### config.mk
export PLATFORM = sky130hd
export DESIGN_NAME = turing_machine_flat
export DESIGN_NICKNAME = d
export VERILOG_FILES = /design/src/rtl/turing_machine_if.sv /design/src/rtl/turing_machine.sv /design/src/flat_wrapper.sv
export SDC_FILE = /design/constraint.sdc
export NUM_CORES = 1
export LEC_CHECK = 0
export BUFFER_PORTS_ARGS = -buffer_cell sky130_fd_sc_hd__buf_2
export CORE_AREA = 2 2 154 217
export DETAILED_ROUTE_END_ITERATION = 6
export DIE_AREA = 0 0 156 219
export SLEW_MARGIN = 20
export SYNTH_ARGS = -nofsm -noshare
export SYNTH_HDL_FRONTEND = slang
export SYNTH_SLANG_ARGS = --single-unit
### constraint.sdc
create_clock -name clock -period 5.17 [get_ports clock]
set_clock_uncertainty 0.05 [all_clocks]
set_input_delay 0.7755 -clock clock [delete_from_list [all_inputs] [get_ports clock]]
set_output_delay 0.7755 -clock clock [all_outputs]
set_load 0.02 [all_outputs]
### src/rtl/turing_machine_if.sv
// rtl/turing_machine_if.sv - front-panel and debug signal bundle for the Turing machine
// Purpose: groups the user buttons/program word (driven by the board or bench)
//          and the debug/display outputs (driven by the machine).
// Ports (master = panel side, slave = machine side):
//   input_data, Next, Done           panel -> machine
//   Compute_done, display_out,
//   currState, display_in,
//   tape_reg_out, data_reg_out,
//   next_state_out, tape_addr_out    machine -> panel
interface turing_machine_if #(
  parameter int STATE_W = 4,
  parameter int AW      = 6
);
  logic [STATE_W-1:0]      input_data;
  logic                    Next;
  logic                    Done;
  logic                    Compute_done;
  logic [AW+STATE_W:0]     display_out;
  logic [STATE_W-1:0]      currState;
  logic                    display_in;
  logic                    tape_reg_out;
  logic                    data_reg_out;
  logic [AW-1:0]           next_state_out;
  logic [AW-1:0]           tape_addr_out;

  modport master (
    output input_data, Next, Done,
    input  Compute_done, display_out, currState, display_in,
           tape_reg_out, data_reg_out, next_state_out, tape_addr_out
  );

  modport slave (
    input  input_data, Next, Done,
    output Compute_done, display_out, currState, display_in,
           tape_reg_out, data_reg_out, next_state_out, tape_addr_out
  );
endinterface

### src/rtl/turing_machine.sv
// rtl/turing_machine.sv - programmable single-tape binary Turing machine
// Purpose: rule table is entered one word per Next press, closed with Done,
//          then each Next press performs one machine step (rule search + apply).
// Ports:
//   clock          single clock, posedge
//   reset          synchronous, active-high; clears program, tape and all state
//   bus (slave)    input_data/Next/Done buttons in; Compute_done, display_out,
//                  currState, display_in, tape_reg_out, data_reg_out,
//                  next_state_out, tape_addr_out out
module turing_machine #(
  parameter int STATE_W  = 4,
  parameter int TAPE_LEN = 64
) (
  input  logic              clock,
  input  logic              reset,
  turing_machine_if.slave   bus
);
  localparam int AW = $clog2(TAPE_LEN);

  typedef enum logic [1:0] {S_LOAD, S_IDLE, S_SEARCH, S_HALT} state_t;

  state_t               state, state_nxt;
  logic                 next_q, done_q;
  logic [AW:0]          wcount;      // one extra bit so it can reach TAPE_LEN
  logic [AW-2:0]        idx;         // rule index, 0..TAPE_LEN/4
  logic [AW-1:0]        head;
  logic [STATE_W-1:0]   cur_state;
  logic [TAPE_LEN-1:0]  tape;
  logic                 data_reg;
  logic [STATE_W-1:0]   prog [TAPE_LEN];

  logic                 press_next, press_done;
  logic [AW-2:0]        rule_count;
  logic [AW-1:0]        rule_base;
  logic [STATE_W-1:0]   w0, w2, w3;
  logic                 w1_sym;
  logic                 search_end, rule_hit;

  assign press_next = bus.Next & ~next_q;
  assign press_done = bus.Done & ~done_q;

  // Trailing partial rule is dropped by the divide-by-4.
  assign rule_count = wcount[AW:2];
  // idx only addresses memory while idx < rule_count, so its low bits suffice.
  assign rule_base  = {idx[AW-3:0], 2'b00};
  assign w0         = prog[rule_base];
  assign w1_sym     = prog[rule_base | AW'(1)][0];
  assign w2         = prog[rule_base | AW'(2)];
  assign w3         = prog[rule_base | AW'(3)];

  assign search_end = (idx == rule_count);
  assign rule_hit   = (w0 == cur_state) && (w1_sym == tape[head]);

  always_ff @(posedge clock) begin
    if (reset) state <= S_LOAD;
    else       state <= state_nxt;
  end

  always_comb begin
    state_nxt = state;
    case (state)
      S_LOAD:   if (press_done) state_nxt = S_IDLE;
      S_IDLE:   if (press_next) state_nxt = S_SEARCH;
      S_SEARCH: begin
        if (search_end)    state_nxt = S_HALT;
        else if (rule_hit) state_nxt = w2[2] ? S_HALT : S_IDLE;
      end
      default:  state_nxt = S_HALT;
    endcase
  end

  always_ff @(posedge clock) begin
    if (reset) begin
      next_q    <= 1'b0;
      done_q    <= 1'b0;
      wcount    <= '0;
      idx       <= '0;
      head      <= '0;
      cur_state <= '0;
      tape      <= '0;
      data_reg  <= 1'b0;
      for (int i = 0; i < TAPE_LEN; i++) prog[i] <= '0;
    end else begin
      next_q <= bus.Next;
      done_q <= bus.Done;
      case (state)
        S_LOAD: begin
          // A word arriving together with Done is still stored.
          if (press_next && !wcount[AW]) begin
            prog[wcount[AW-1:0]] <= bus.input_data;
            wcount               <= wcount + 1'b1;
          end
        end
        S_IDLE: begin
          if (press_next) idx <= '0;
        end
        S_SEARCH: begin
          if (!search_end) begin
            if (rule_hit) begin
              // idx is left on the applied rule so next_state_out points at it.
              tape[head] <= w2[0];
              data_reg   <= w2[0];
              head       <= w2[1] ? head - 1'b1 : head + 1'b1;
              cur_state  <= w3;
            end else begin
              idx <= idx + 1'b1;
            end
          end
        end
        default: ;
      endcase
    end
  end

  assign bus.Compute_done   = (state == S_HALT);
  assign bus.display_in     = (state == S_LOAD);
  assign bus.currState      = cur_state;
  assign bus.tape_reg_out   = tape[head];
  assign bus.data_reg_out   = data_reg;
  assign bus.next_state_out = rule_base;
  assign bus.tape_addr_out  = head;
  assign bus.display_out    = (state == S_LOAD) ? {1'b0, wcount[AW-1:0], bus.input_data}
                                                : {1'b1, head, cur_state};
endmodule

### src/flat_wrapper.sv
// flat-port wrapper written by rule: the top's interface ports become plain ports
module turing_machine_flat 
#(
  parameter int STATE_W  = 4,
  parameter int TAPE_LEN = 64
)
  (clock, reset, bus_input_data, bus_Next, bus_Done, bus_Compute_done, bus_display_out, bus_currState, bus_display_in, bus_tape_reg_out, bus_data_reg_out, bus_next_state_out, bus_tape_addr_out);
  turing_machine_if #(.STATE_W(STATE_W)) bus_i ();
  input  logic clock;
  input  logic reset;
  input wire logic [$bits(bus_i.input_data)-1:0] bus_input_data;
  input wire logic [$bits(bus_i.Next)-1:0] bus_Next;
  input wire logic [$bits(bus_i.Done)-1:0] bus_Done;
  output wire logic [$bits(bus_i.Compute_done)-1:0] bus_Compute_done;
  output wire logic [$bits(bus_i.display_out)-1:0] bus_display_out;
  output wire logic [$bits(bus_i.currState)-1:0] bus_currState;
  output wire logic [$bits(bus_i.display_in)-1:0] bus_display_in;
  output wire logic [$bits(bus_i.tape_reg_out)-1:0] bus_tape_reg_out;
  output wire logic [$bits(bus_i.data_reg_out)-1:0] bus_data_reg_out;
  output wire logic [$bits(bus_i.next_state_out)-1:0] bus_next_state_out;
  output wire logic [$bits(bus_i.tape_addr_out)-1:0] bus_tape_addr_out;
  assign bus_i.input_data = bus_input_data;
  assign bus_i.Next = bus_Next;
  assign bus_i.Done = bus_Done;
  assign bus_Compute_done = bus_i.Compute_done;
  assign bus_display_out = bus_i.display_out;
  assign bus_currState = bus_i.currState;
  assign bus_display_in = bus_i.display_in;
  assign bus_tape_reg_out = bus_i.tape_reg_out;
  assign bus_data_reg_out = bus_i.data_reg_out;
  assign bus_next_state_out = bus_i.next_state_out;
  assign bus_tape_addr_out = bus_i.tape_addr_out;
  turing_machine #(.STATE_W(STATE_W), .TAPE_LEN(TAPE_LEN)) u_core (.clock(clock), .reset(reset), .bus(bus_i));
endmodule
==> impl_metrics.csv <==
group,metric,value,unit
timing,report.final.setup_viol,0,
route,wirelength,37400,um
floorplan,row_count,78,
synth,synth_top_area_share,40.2,%
floorplan,die_w,156,um
place,place_hpwl,25000,um
synth,dominantRegCellSynth,"sky130_fd_sc_hd__edfxtp_1",
timing,fin_worst_hold_slack,400,ps
timing,post-route-period-util,86.1,%
synth,syn_area_per_cell,11.6,um2
global_route,grt_max_degree,92,
synth,post-synth-top-area-cell,"sky130_fd_sc_hd__edfxtp_1",
layout,n_antenna_cell,0,
synth,async_flop_share,0,%
layout,layout.nets,1220,
cts,hold_buffers,0,
cts,cts_inserted_buffers,29,
critical_path,worst_path_largest_cell_delay,1020,ps
layout,layoutNonFillerInstCount,1627,
critical_path,worstPathRequired,5540,ps
min_path,hp-start,"bus_Done",
timing,finalMaxSlewViolations,0,
route,detailroute.via_count,9787,
synth,mappedNetlistArea,14300,um2
power,peakVddDrop,279,uV
global_route,grt_usage,22.1,%
timing,slew_worst_pin,1060,ps
timing,max_clk_rate,0.225,GHz
layout,finalCoreUtilization,48.4,%
layout,syn_to_final_growth,8.29,%
timing,timing.final.hold_violations,0,
critical_path,timing.critical_path.from_type,"register",
synth,yosysUniqueCellTypes,68,
critical_path,critPathCaptureType,"register",
synth,synth-seq-cells,287,
critical_path,crit_buf_inv,0,
floorplan,floorplan.initialDensity,44.7,%
route,detail_route.wl_per_cell,23.0,um
critical_path,crit_arrival,4830,ps
place,detailed_place.area,14600,um2
critical_path,crit_start,"u_core.bus.tape_addr_out[0]$_SDFFE_PP0P_",
synth,postSynthCellCount,1235,
cts,post-cts-setup-buffers,0,
synth,number_of_enable_type_register_cells_in_the_synthesized_netlist,192,
critical_path,reg2reg_from,"u_core.bus.tape_addr_out[0]$_SDFFE_PP0P_",
critical_path,critical-path-top-delay-family,"compound AO/OA/AOI/OAI gates",
cts,worst_setup_hold_path_clk_slew,70,ps
synth,ys.warnings.count,0,
route,post_drt_via_cell_ratio,6.02,
power,pwr_density_cell,308,nW/um2
min_path,hold_class,"in -> reg",
critical_path,timing.critical_path.cells,"nor2_1 > a22o_1 > a2111oi_4 > o311ai_2 > or4_1 > a21o_4 > o41ai_1 > a21oi_1",
timing,final.min_clock_period,4450,ps
synth,ys_seq_area_share,53.5,%
place,placed_cells,1574,
floorplan,die_area,34200,um2
cts,ctsLongestPathBuffers,3,
global_route,grt_antenna_before_repair,0,
cts,h-tree-depth,1,
power,power.static_leakage,5.12,nW
run_status,run_status,"finished, final reports clean",
critical_path,worstPathMaxFanout,91,
cts,clk-insertion-delay-late,560,ps
global_route,global_route_wire_length_before_repair,58000,um
cts,ctsResizeCount,0,
cts,cts-root-buf,"sky130_fd_sc_hd__clkbuf_16",
timing,grt_setup_unrepaired,"false",
flow_run,max_cap_violations,0,
timing,final.setup.tns,0,ps
place,place_congestion,0.852,
cts,clock_tree_from_tritoncts,"built",
timing,slew_headroom,29.3,%
global_route,overflow,0,
place,io_buffer_count,36,
global_route,via_count_of_the_first_global_routing_pass,9783,
floorplan,die_h,219,um
floorplan,pin_count,39,
layout,post_route_cells_drive_above_1_share,15.8,%
route,drtPass1Iterations,5,
route,drt_iter0_drc,754,
route,post_route_antenna_net_violation_count,0,
cts,cts_sinks,287,
layout,number_of_inserted_filler_cells_in_the_final_layout,2833,
critical_path,worst_path_max_delay_cell,"sky130_fd_sc_hd__dfxtp_1",
layout,final_area,15500,um2
route,drc,0,
critical_path,critPathKind,"reg -> reg",
floorplan,placeable_core_area,32100,um2
synth,biggest_area_contributors_in_the_synthesized_netlist,"sky130_fd_sc_hd__edfxtp_1, sky130_fd_sc_hd__dfxtp_1, sky130_fd_sc_hd__mux4_2",
-- report_power, final --
part / total, mW / switching, mW / leakage, nW / internal, mW
logic: 0.205 / 0.142 / 2.02 / 0.0639
registers: 2.54 / 0.0277 / 2.65 / 2.51
clock network: 2.04 / 0.905 / 0.443 / 1.14
-- cell usage after synthesis (all sizes together) (6+ instances only) --
master / instances
nand3: 41
mux4: 60
dfxtp: 95
buf: 37
o41ai: 36
inv: 9
nor2b: 11
nor3: 14
nor2: 149
xnor2: 15
o21ai: 79
and2: 104
or3: 8
o211ai: 12
clkbuf: 79
a21oi: 45
nand2: 88
o31ai: 12
mux2i: 40
o311ai: 20
nand3b: 9
mux2: 9
edfxtp: 192
ha: 6
-- layout by cell type (no fill, tap or decap), drive strengths merged, types with 6 or more instances in the layout --
| cell type | synthesis | routed |
|---|---|---|
| o41ai | 36 | 36 |
| o21ai | 79 | 79 |
| xnor2 | 15 | 15 |
| a21oi | 45 | 45 |
| nand3b | 9 | 9 |
| mux2 | 9 | 9 |
| mux2i | 40 | 40 |
| clkbuf | 79 | 39 |
| o211ai | 12 | 12 |
| mux4 | 60 | 60 |
| buf | 37 | 54 |
| nor2b | 11 | 11 |
| clkinv | 2 | 9 |
| dfxtp | 95 | 95 |
| and2 | 104 | 104 |
| nor2 | 149 | 149 |
| edfxtp | 192 | 192 |
| o311ai | 20 | 20 |
| nor3 | 14 | 14 |
| inv | 9 | 11 |
| or3 | 8 | 8 |
| nand3 | 41 | 41 |
| o31ai | 12 | 12 |
| nand2 | 88 | 88 |
| ha | 6 | 6 |
-- flip-flops by register name (all words and copies together) (netlist names), named ones only --
signal	flops
u_core.prog	192
u_core.tape	64
u_core.wcount	7
u_core.bus.tape_addr_out	6
u_core.idx	5
u_core.bus.currState	4
u_core.state	2
u_core.bus.data_reg_out	1
u_core.done_q	1
u_core.next_q	1
-- through the flow --
step	worst slack [ps]	total power, mW
after floorplan	1590	2.72
after global placement	1000	2.79
after detailed placement	816	2.80
after CTS	801	4.82
after global routing	493	4.93
final	718	4.79
-- per-layer routing --
layer  global-route usage (%)  routed length [um]  vias to the layer above
met4                     6.94                 985                        0
met1                     27.2               15100                     4914
li1                         -                   -                     4528
met2                     40.6               19600                      280
met3                     2.51                1710                       65
met5                        0                   0                        -
-- worst paths after layout --
check | endpoint | slack [ps] | cells past startpoint
max | u_core.tape[17]$_SDFFE_PP0P_ | 720 | 8
min | u_core.done_q$_SDFF_PP0_ | 400 | 2
max reg2reg | u_core.tape[17]$_SDFFE_PP0P_ | 720 | 8
min reg2reg | u_core.tape[54]$_SDFFE_PP0P_ | 410 | 2
-- kinds of logic (layout without fill, tap and decap cells) --
group,Yosys count,count (layout),share of synthesized area [%]
flops,287,287,53.5
xor+xnor,20,20,1.22
fa+ha+maj,7,7,0.663
simple gates,448,448,15.3
compound gates,236,236,12.1
buf+inv,127,118,4.30
other cells,1,2,0.0262
mux,109,109,12.9
-- area by class of cell --
class / count / area (um2) / share of cell area (%)
Sequential cell: 287 / 7670 / 49.4
Clock buffer: 39 / 835 / 5.38
Timing Repair Buffer: 54 / 328 / 2.11
Multi-Input combinational cell: 822 / 6060 / 39.1
Tap cell: 400 / 500 / 3.22
Inverter: 11 / 41.3 / 0.266
Clock inverter: 14 / 88.8 / 0.572
Note: power is estimated with default switching activity, not from simulation.
